File: src/rtl/xdma_byp_pkg.sv
// Shared definitions for the XDMA descriptor-bypass issuer.
// Holds the direction encodings, the descriptor control-bit positions,
// the descriptor length width, the descriptor record and the issuer FSM
// state type.
package xdma_byp_pkg;

  localparam logic DIR_H2C = 1'b0;
  localparam logic DIR_C2H = 1'b1;

  localparam int CTL_STOP_BIT = 0;
  localparam int CTL_CMPL_BIT = 1;
  localparam int CTL_EOP_BIT  = 4;

  localparam int DSC_LEN_W = 28;

  typedef struct packed {
    logic [63:0]          src;
    logic [63:0]          dst;
    logic [DSC_LEN_W-1:0] len;
    logic [15:0]          ctl;
  } dsc_t;

  typedef enum logic {
    ST_IDLE  = 1'b0,
    ST_ISSUE = 1'b1
  } issuer_state_t;

endpackage

File: src/rtl/xdma_dsc_chunker.sv
// Splits one copy request into descriptor-sized chunks.
// Holds the remaining byte count and the current source/destination
// addresses of the request being issued, and presents the size of the
// next chunk and whether it is the final one.
//
// Ports:
//   axi_aclk, axi_areset   clock and synchronous active-high reset
//   start                  latch a new request (start_src/dst/len)
//   advance                current chunk was loaded; move to the next one
//   cur_src, cur_dst       addresses of the current chunk
//   chunk_len              byte length of the current chunk
//   last                   current chunk finishes the request
module xdma_dsc_chunker
  import xdma_byp_pkg::*;
#(
  parameter int MAX_CHUNK = 4096
) (
  input  logic                 axi_aclk,
  input  logic                 axi_areset,
  input  logic                 start,
  input  logic [63:0]          start_src,
  input  logic [63:0]          start_dst,
  input  logic [31:0]          start_len,
  input  logic                 advance,
  output logic [63:0]          cur_src,
  output logic [63:0]          cur_dst,
  output logic [DSC_LEN_W-1:0] chunk_len,
  output logic                 last
);

  localparam logic [31:0] MAX_CHUNK_W = 32'(MAX_CHUNK);

  logic [31:0] rem_q;
  logic [63:0] src_q;
  logic [63:0] dst_q;

  // The final chunk always fits in the descriptor length field because
  // MAX_CHUNK itself does, so truncating rem is safe once last is set.
  assign last      = (rem_q <= MAX_CHUNK_W);
  assign chunk_len = last ? rem_q[DSC_LEN_W-1:0] : MAX_CHUNK_W[DSC_LEN_W-1:0];
  assign cur_src   = src_q;
  assign cur_dst   = dst_q;

  // Addresses wrap naturally modulo 2^64.
  always_ff @(posedge axi_aclk) begin
    if (axi_areset) begin
      rem_q <= '0;
      src_q <= '0;
      dst_q <= '0;
    end else if (start) begin
      rem_q <= start_len;
      src_q <= start_src;
      dst_q <= start_dst;
    end else if (advance) begin
      rem_q <= rem_q - 32'(chunk_len);
      src_q <= src_q + 64'(chunk_len);
      dst_q <= dst_q + 64'(chunk_len);
    end
  end

endmodule

File: src/rtl/xdma_dsc_byp_issuer.sv
// Drives the XDMA channel-0 descriptor-bypass interface from a simple
// copy-request stream. Each request is cut into descriptors of at most
// MAX_CHUNK bytes; the last one carries EOP and completed.
//
// Ports:
//   axi_aclk, axi_areset       clock and synchronous active-high reset
//   req_*                      copy request stream (valid/ready), done/err pulses
//   h2c_dsc_byp_*_0            H2C descriptor bypass (ready in, load + fields out)
//   c2h_dsc_byp_*_0            C2H descriptor bypass (ready in, load + fields out)
//   busy                       a request is being issued
//   h2c_desc_cnt, c2h_desc_cnt wrapping counts of loaded descriptors
module xdma_dsc_byp_issuer
  import xdma_byp_pkg::*;
#(
  parameter int MAX_CHUNK = 4096,
  parameter int CNT_W     = 16
) (
  input  logic                 axi_aclk,
  input  logic                 axi_areset,
  input  logic                 req_valid,
  output logic                 req_ready,
  input  logic                 req_dir,
  input  logic [63:0]          req_src_addr,
  input  logic [63:0]          req_dst_addr,
  input  logic [31:0]          req_len,
  output logic                 req_done,
  output logic                 req_err,
  input  logic                 h2c_dsc_byp_ready_0,
  output logic                 h2c_dsc_byp_load_0,
  output logic [63:0]          h2c_dsc_byp_src_addr_0,
  output logic [63:0]          h2c_dsc_byp_dst_addr_0,
  output logic [DSC_LEN_W-1:0] h2c_dsc_byp_len_0,
  output logic [15:0]          h2c_dsc_byp_ctl_0,
  input  logic                 c2h_dsc_byp_ready_0,
  output logic                 c2h_dsc_byp_load_0,
  output logic [63:0]          c2h_dsc_byp_src_addr_0,
  output logic [63:0]          c2h_dsc_byp_dst_addr_0,
  output logic [DSC_LEN_W-1:0] c2h_dsc_byp_len_0,
  output logic [15:0]          c2h_dsc_byp_ctl_0,
  output logic                 busy,
  output logic [CNT_W-1:0]     h2c_desc_cnt,
  output logic [CNT_W-1:0]     c2h_desc_cnt
);

  issuer_state_t        state_q, state_d;
  logic                 dir_q;
  logic                 req_err_q;
  logic [CNT_W-1:0]     h2c_cnt_q, c2h_cnt_q;

  logic                 accept;
  logic                 start;
  logic                 issue;
  logic                 sel_ready;
  logic                 load_any;
  logic                 last;
  logic [63:0]          cur_src, cur_dst;
  logic [DSC_LEN_W-1:0] chunk_len;
  dsc_t                 dsc_cur;
  dsc_t                 h2c_dsc, c2h_dsc;

  // Reset is folded into the handshake so nothing is accepted or loaded
  // in a cycle where the block is being reset.
  assign req_ready = (state_q == ST_IDLE) && !axi_areset;
  assign accept    = req_valid && req_ready;
  assign start     = accept && (req_len != 32'd0);
  assign issue     = (state_q == ST_ISSUE) && !axi_areset;
  assign sel_ready = (dir_q == DIR_C2H) ? c2h_dsc_byp_ready_0 : h2c_dsc_byp_ready_0;
  assign load_any  = issue && sel_ready;

  xdma_dsc_chunker #(
    .MAX_CHUNK(MAX_CHUNK)
  ) u_chunker (
    .axi_aclk  (axi_aclk),
    .axi_areset(axi_areset),
    .start     (start),
    .start_src (req_src_addr),
    .start_dst (req_dst_addr),
    .start_len (req_len),
    .advance   (load_any),
    .cur_src   (cur_src),
    .cur_dst   (cur_dst),
    .chunk_len (chunk_len),
    .last      (last)
  );

  always_ff @(posedge axi_aclk) begin
    if (axi_areset) begin
      state_q   <= ST_IDLE;
      dir_q     <= DIR_H2C;
      req_err_q <= 1'b0;
      h2c_cnt_q <= '0;
      c2h_cnt_q <= '0;
    end else begin
      state_q   <= state_d;
      req_err_q <= accept && (req_len == 32'd0);
      if (accept) begin
        dir_q <= req_dir;
      end
      if (load_any && (dir_q == DIR_H2C)) begin
        h2c_cnt_q <= h2c_cnt_q + 1'b1;
      end
      if (load_any && (dir_q == DIR_C2H)) begin
        c2h_cnt_q <= c2h_cnt_q + 1'b1;
      end
    end
  end

  // Zero-length requests are consumed in IDLE and only raise req_err.
  always_comb begin
    state_d = state_q;
    case (state_q)
      ST_IDLE:  if (start)            state_d = ST_ISSUE;
      ST_ISSUE: if (load_any && last) state_d = ST_IDLE;
      default:                        state_d = ST_IDLE;
    endcase
  end

  always_comb begin
    dsc_cur                   = '0;
    dsc_cur.src               = cur_src;
    dsc_cur.dst               = cur_dst;
    dsc_cur.len               = chunk_len;
    dsc_cur.ctl[CTL_STOP_BIT] = 1'b0;
    dsc_cur.ctl[CTL_CMPL_BIT] = last;
    dsc_cur.ctl[CTL_EOP_BIT]  = last;
  end

  // Only the selected channel sees the descriptor; the other reads zero.
  assign h2c_dsc = (issue && (dir_q == DIR_H2C)) ? dsc_cur : '0;
  assign c2h_dsc = (issue && (dir_q == DIR_C2H)) ? dsc_cur : '0;

  assign h2c_dsc_byp_load_0     = load_any && (dir_q == DIR_H2C);
  assign h2c_dsc_byp_src_addr_0 = h2c_dsc.src;
  assign h2c_dsc_byp_dst_addr_0 = h2c_dsc.dst;
  assign h2c_dsc_byp_len_0      = h2c_dsc.len;
  assign h2c_dsc_byp_ctl_0      = h2c_dsc.ctl;

  assign c2h_dsc_byp_load_0     = load_any && (dir_q == DIR_C2H);
  assign c2h_dsc_byp_src_addr_0 = c2h_dsc.src;
  assign c2h_dsc_byp_dst_addr_0 = c2h_dsc.dst;
  assign c2h_dsc_byp_len_0      = c2h_dsc.len;
  assign c2h_dsc_byp_ctl_0      = c2h_dsc.ctl;

  assign req_done     = load_any && last;
  assign req_err      = req_err_q;
  assign busy         = issue;
  assign h2c_desc_cnt = h2c_cnt_q;
  assign c2h_desc_cnt = c2h_cnt_q;

endmodule

File: config.mk
export PLATFORM = sky130hd
export DESIGN_NAME = xdma_dsc_byp_issuer
export DESIGN_NICKNAME = d
export VERILOG_FILES = /design/src/rtl/xdma_byp_pkg.sv /design/src/rtl/xdma_dsc_chunker.sv /design/src/rtl/xdma_dsc_byp_issuer.sv
export SDC_FILE = /design/constraint.sdc
export NUM_CORES = 1
export LEC_CHECK = 0
export ABC_AREA = 0
export BUFFER_PORTS_ARGS = -buffer_cell sky130_fd_sc_hd__buf_4
export CAP_MARGIN = 10
export CORE_AREA = 3 3 210 212
export DETAILED_ROUTE_END_ITERATION = 10
export DIE_AREA = 0 0 213 215
export PLACE_DENSITY = 0.64
export SYNTH_ARGS = -nofsm -noshare
export SYNTH_HDL_FRONTEND = slang
export SYNTH_SLANG_ARGS = --single-unit
export TNS_END_PERCENT = 30
File: constraint.sdc
create_clock -name axi_aclk -period 6.77 [get_ports axi_aclk]
set_clock_uncertainty 0.1 [all_clocks]
set_input_delay 1.0155 -clock axi_aclk [delete_from_list [all_inputs] [get_ports axi_aclk]]
set_output_delay 1.0155 -clock axi_aclk [all_outputs]
set_load 0.005 [all_outputs]
# [After elaboration in Yosys (flattened, before gate mapping)]
# Index checks and enable logic that the tools add are counted.
[totals] reg_bits=195 latch_bits=0 ram_bits=0 rom_bits=0 inputBits=166 word_cells=44 memories=0
[classes] addsub=5 mul=0 n_div=0 n_lt_le_gt_ge=1 eq_ne=0 n_shift=0 mux=13 bitwise=2 reduce_logical=15
[op_table] op="172-bit 2-to-1 mux" count=2
[op_table] op="64-bit 2-to-1 mux" count=4
[op_table] op="64-bit by 28-bit adder with 64-bit output" count=2
[op_table] op="32-bit 2-to-1 mux" count=2
[op_table] op="16-bit by 1-bit adder with 16-bit output (second input constant)" count=2
[op_table] op="32-bit by 13-bit <= comparator with 1-bit output (second input constant)" count=1
[op_table] op="32-bit zero test" count=1
[op_table] op="32-bit nonzero test" count=1
[op_table] op="32-bit by 28-bit subtractor with 32-bit output" count=1
[op_table] op="28-bit 2-to-1 mux" count=1
[op_table] op="1-bit logical AND" count=11
[op_table] op="1-bit 2-to-1 mux" count=3
[op_table] op="1-bit inverter" count=2
[op_table] op="1-bit case mux with 2 select lines" count=1
[op_table] op="2-bit nonzero test" count=1
[op_table] op="1-bit zero test" count=1

# [Logic depth before layout (Yosys ltp)]
[logic_depth] ltp_word=6 ltp_mapped=20 mapped_depth_nobuf=17

# [Cells and area by module]
# From an unflattened synthesis, not the netlist that was laid out.
[unflattened] hier_cells=2047 area_unflattened_um2=15235.9
[by_module_without_submodules] module="xdma_dsc_chunker" n_inst=1 cells_per_inst=1465 area_each_um2=11230.8
[by_module_without_submodules] module="xdma_dsc_byp_issuer" n_inst=1 cells_per_inst=582 area_each_um2=4005.1

# [Worst setup path after synthesis]
# Ideal clock, no wire load.
[synth_path] path_kind="reg-to-reg" startpoint="reg u_chunker.rem_q[24]" endpoint="reg u_chunker.src_q[50] (netlist: u_chunker.cur_src[50])" setup_time_ns=0.074 t_arrival_ns=4.714 t_required_ns=6.596 setup_slack_ns=1.881 stages_incl_launch_ff=20 period_less_slack_ns=4.889 cell_sequence="dfxtp_1 or4_4 or4_4 nor3_4 nand2_1 nor2_1 clkbuf_1 and2_1 ha_1 fa_1 a21oi_1 nor2_1 o211ai_1 a2111oi_4 a31oi_4 o21ai_4 nand3_2 buf_6 or3b_1 a31oi_1"
[synth_between] elab_chain_cells=5
[synth_lines] item="from (decl)" line="xdma_dsc_chunker.sv:33" text="logic [31:0] rem_q;"
[synth_lines] item="from (signal assigned)" line="xdma_dsc_chunker.sv:51" text="rem_q <= start_len;"
[synth_lines] item="from (signal assigned)" line="xdma_dsc_chunker.sv:55" text="rem_q <= rem_q - 32'(chunk_len);"
[synth_lines] item="32-bit by 13-bit <= comparator with 1-bit output" line="xdma_dsc_chunker.sv:39" text="assign last = (rem_q <= MAX_CHUNK_W);"
[synth_lines] item="28-bit 2-to-1 mux (*)" line="xdma_dsc_chunker.sv:40" text="assign chunk_len = last ? rem_q[DSC_LEN_W-1:0] : MAX_CHUNK_W[DSC_LEN_W-1:0];"
[synth_lines] item="64-bit by 28-bit adder with 64-bit output (*)" line="xdma_dsc_chunker.sv:56" text="src_q <= src_q + 64'(chunk_len);"
[synth_lines] item="64-bit 2-to-1 mux (*)" line="xdma_dsc_chunker.sv:54" text="end else if (advance) begin"
[synth_lines] item="64-bit 2-to-1 mux (*)" line="xdma_dsc_chunker.sv:50" text="end else if (start) begin"
[synth_lines] item="to (signal assigned)" line="xdma_dsc_chunker.sv:52" text="src_q <= start_src;"
[synth_lines] item="to (signal assigned)" line="xdma_dsc_chunker.sv:56"
[synth_lines] item="to (decl)" line="xdma_dsc_chunker.sv:34" text="logic [63:0] src_q;"
# Every way passes the cells marked *; elsewhere a longest branch is shown, timed or not. The select of a mux whose other input is x is not followed.
# A chain may end at the register's enable or synchronous reset.

# [Final worst setup path]
[layout_path] startpoint="reg u_chunker.rem_q[20]" endpoint="reg u_chunker.src_q[35] (netlist: u_chunker.cur_src[35])"
# Same word-level chain as after synthesis.

==> impl_metrics.yaml <==
outcome:
  status: "finished, final reports clean"
timing:
  drv_slew: 0
  fin_setup_tns_ps: 0
  tightest_slew_ps: 1190
  fin_ws_ps: 1020
  finalHoldViolCount: 0
  hold_ws_ps: 378
  final.min_clock_period_ps: 5750
  setup_viol: 0
  rsz0062_at_grt: "false"
  relSlewSlack: 0.208
  fmax_mhz: 174
  fin_crit_sh: 0.849
clock_network:
  h-tree-depth: 4
  cts-buffers-inserted: 17
  clk-insertion-delay-late_ps: 470
  cts_hold_buffers: 0
  cts_tree: "yes"
  cts_resized: 0
  postCtsSetupBuffers: 0
  path_clk_slew_ps: 80
  clockRootBuffer: "clkbuf_16"
  cts_sinks: 195
  clockBufferDepth: 2
die:
  core_sq_um: 42100
  boundaryPins: 548
  row_count: 75
  die_area_sq_um: 45800
  initial_utilization: 0.355
  die_y_microns: 215
  die_x_microns: 213
route:
  wl_mm: 63.4
  antenna_left: 0
  vias: 16900
  vias_per_cell: 5.68
  first_iter_violations: 1122
  wl_per_cell_microns: 21.4
  dr.pass1.iters: 6
  drc_errors: 0
setup_path:
  r2r_slack_ps: 1020
  critPathLaunch: "u_chunker.rem_q[20]"
  reg2reg_depth: 17
  crit_cells: 17
  end_kind: "flop"
  crit_chain: "nor4_1 -> or4bb_1 -> nor3_4 -> nand2_1 -> nor2_1 -> buf_4 -> and2_1 -> ha_1 -> a211oi_1 -> nor2_1 -> a41oi_1 -> a211oi_1 -> o21ai_1 -> a21boi_1 -> and2_1 -> mux2_2 -> a211oi_1"
  endpoint: "u_chunker.cur_src[35]"
  startpoint_type: "flop"
  crit_slowest_cell: "a21boi_1"
  path_delay_family: "simple AND/OR/NAND/NOR gates"
  crit_arrival_ps: 6030
  cpMostUsedCell: "a211oi_1"
  rr_startpoint: "u_chunker.rem_q[20]"
  crit_path_max_fanout: 28
  crit_buf_inv: 1
  required_ps: 7050
  path_class: "reg -> reg"
  slowest_delay_ps: 770
  regToRegEndpoint: "u_chunker.cur_src[35]"
pwr:
  finalPower_w: 0.00318
  pwr_density_cell_nw_per_um2: 165
  vdd_drop_max_uv: 153
  p_leak_nw: 8.92
place:
  place_congestion: 0.891
  place_area_sq_um: 18800
  place_ws_ps: 1100
  portBuffers: 489
  post-dp-hpwl_mm: 47.3
synthesis:
  synth-main-ff-cell: "dfxtp_1"
  ys_top_cells_by_area: "dfxtp_1 (26%), and3_1 (6.9%), and2_1 (6.3%), a21oi_1 (5.0%), ha_1 (4.9%)"
  synth_area_per_cell_sq_um: 7.43
  synth_top_area_frac: 0.261
  synth_compound_area_frac: 0.230
  synth_seq_cells: 195
  yosys.area.top_type: "dfxtp_1"
  synth_edf_count: 0
  postSynthCellCount: 2012
  yosysUniqueCellTypes: 93
  synth_top_family_by_area: "simple AND/OR/NAND/NOR gates"
  synth_adder_area_share: 0.0520
  ys_warn_count: 0
  yosys.cell_count.top_type: "dfxtp_1"
  async_flop_share: 0
  yosys.area_share.simple: 0.323
  synthMuxAreaShare: 0.0125
  synth_xor_area_frac: 0.0445
  synth_area_sq_um: 15000
  synth-seq-area-share: 0.261
  netlist_top_cells_count: "dfxtp_1 (195), nand2_1 (183), and3_1 (165), nor2_1 (159), and2_1 (151)"
global_route:
  grt_pass1_wl_mm: 94.9
  gr-usage-met2: 0.457
  gr-total-overflow: 0
  grt_start_max_net_pins: 124
  grt_usage: 0.262
  use_met3: 0.0445
  met1_usage: 0.329
  grt-busiest-layer: "met2"
  grt_pass1_vias: 15900
  antenna_found_initial: 3
cells_and_area:
  fillers: 4309
  final_area_sq_um: 19300
  drive_gt1_frac: 0.238
  area_growth_pct: 29.2
  nNetsFinal: 2639
worst_hold_path:
  hold_path_class: "reg -> reg"
job:
  maxCapViolCount: 0
-- cells in the final DEF, fill, tap and decap left out, types with 58 or more instances in the layout --
cell type,n
buf_4,501
dfxtp_1,194
nand2_1,183
and3_1,165
nor2_1,156
and2_1,151
a21oi_1,150
conb_1,89
o21ai_0,73
ha_1,59
a22oi_1,58
-- registers in the layout (all words and copies together) (netlist names) --
register / cells
u_chunker.rem_q: 32
c2h_desc_cnt: 16
req_err: 1
state_q: 1
u_chunker.cur_dst: 64
h2c_desc_cnt: 16
u_chunker.cur_src: 64
dir_q: 1
-- power breakdown --
| part | internal (W) | total (W) | leakage [nW] | switching [W] |
|---|---|---|---|---|
| combinational | 0.000314 | 0.000794 | 7.05 | 0.000480 |
| sequential | 0.00122 | 0.00134 | 1.59 | 0.000123 |
| clock | 0.000529 | 0.00104 | 0.281 | 0.000514 |
| total | 0.00206 | 0.00318 | 8.92 | 0.00112 |
-- worst min path at each step --
stage,slack [ps],startpoint,end,depth (start not counted)
6_report,380,u_chunker.rem_q[27],u_chunker.rem_q[27],2
5_1_grt,410,u_chunker.rem_q[27],u_chunker.rem_q[27],2
4_1_cts,380,u_chunker.rem_q[27],u_chunker.rem_q[27],2
3_5_place_dp,370,u_chunker.rem_q[27],u_chunker.rem_q[27],2
3_3_place_gp,360,u_chunker.rem_q[30],u_chunker.rem_q[30],2
2_1_floorplan,340,u_chunker.rem_q[27],u_chunker.rem_q[27],2
-- cells by family after synthesis --
kind of cell / count (synthesis)
AO/OA/AOI/OAI: 518
XOR/XNOR: 76
adder cells (fa/ha/maj): 61
buffers and inverters: 237
flip-flops: 195
multiplexers: 18
other: 2
AND/OR/NAND/NOR: 905
-- worst min-delay path, delay by kind of cell, from the launching register on --
kind	cells	cell delay, ps
flops	1	320
simple gates	1	60
compound gates	1	60
-- metal layers --
layer / part of all wire / wire length (microns)
met1: 0.41 / 26000
met4: 0.024 / 1520
met5: 0.00016 / 10
met2: 0.50 / 31400
met3: 0.070 / 4430
-- area by class of cell --
type                       instances  area [sq um]  area share
clock buffer                      21           450      0.0233
tap                              539           674      0.0349
antenna                            2          5.00    0.000259
multi-input combinational       1667         10300       0.532
clock inverter                    11           115     0.00596
sequential                       195          3910       0.202
inverter                          29           110     0.00570
timing repair buffer             502          3770       0.195
-- per-stage QoR --
stage | cells | utilization
floorplan | 2099 | -
global placement | 2932 | 0.445
detailed placement | 2932 | 0.445
CTS | 2964 | 0.458
global route | 2966 | 0.459
finish | 2966 | 0.459
Power figures use the tool's default switching activity.
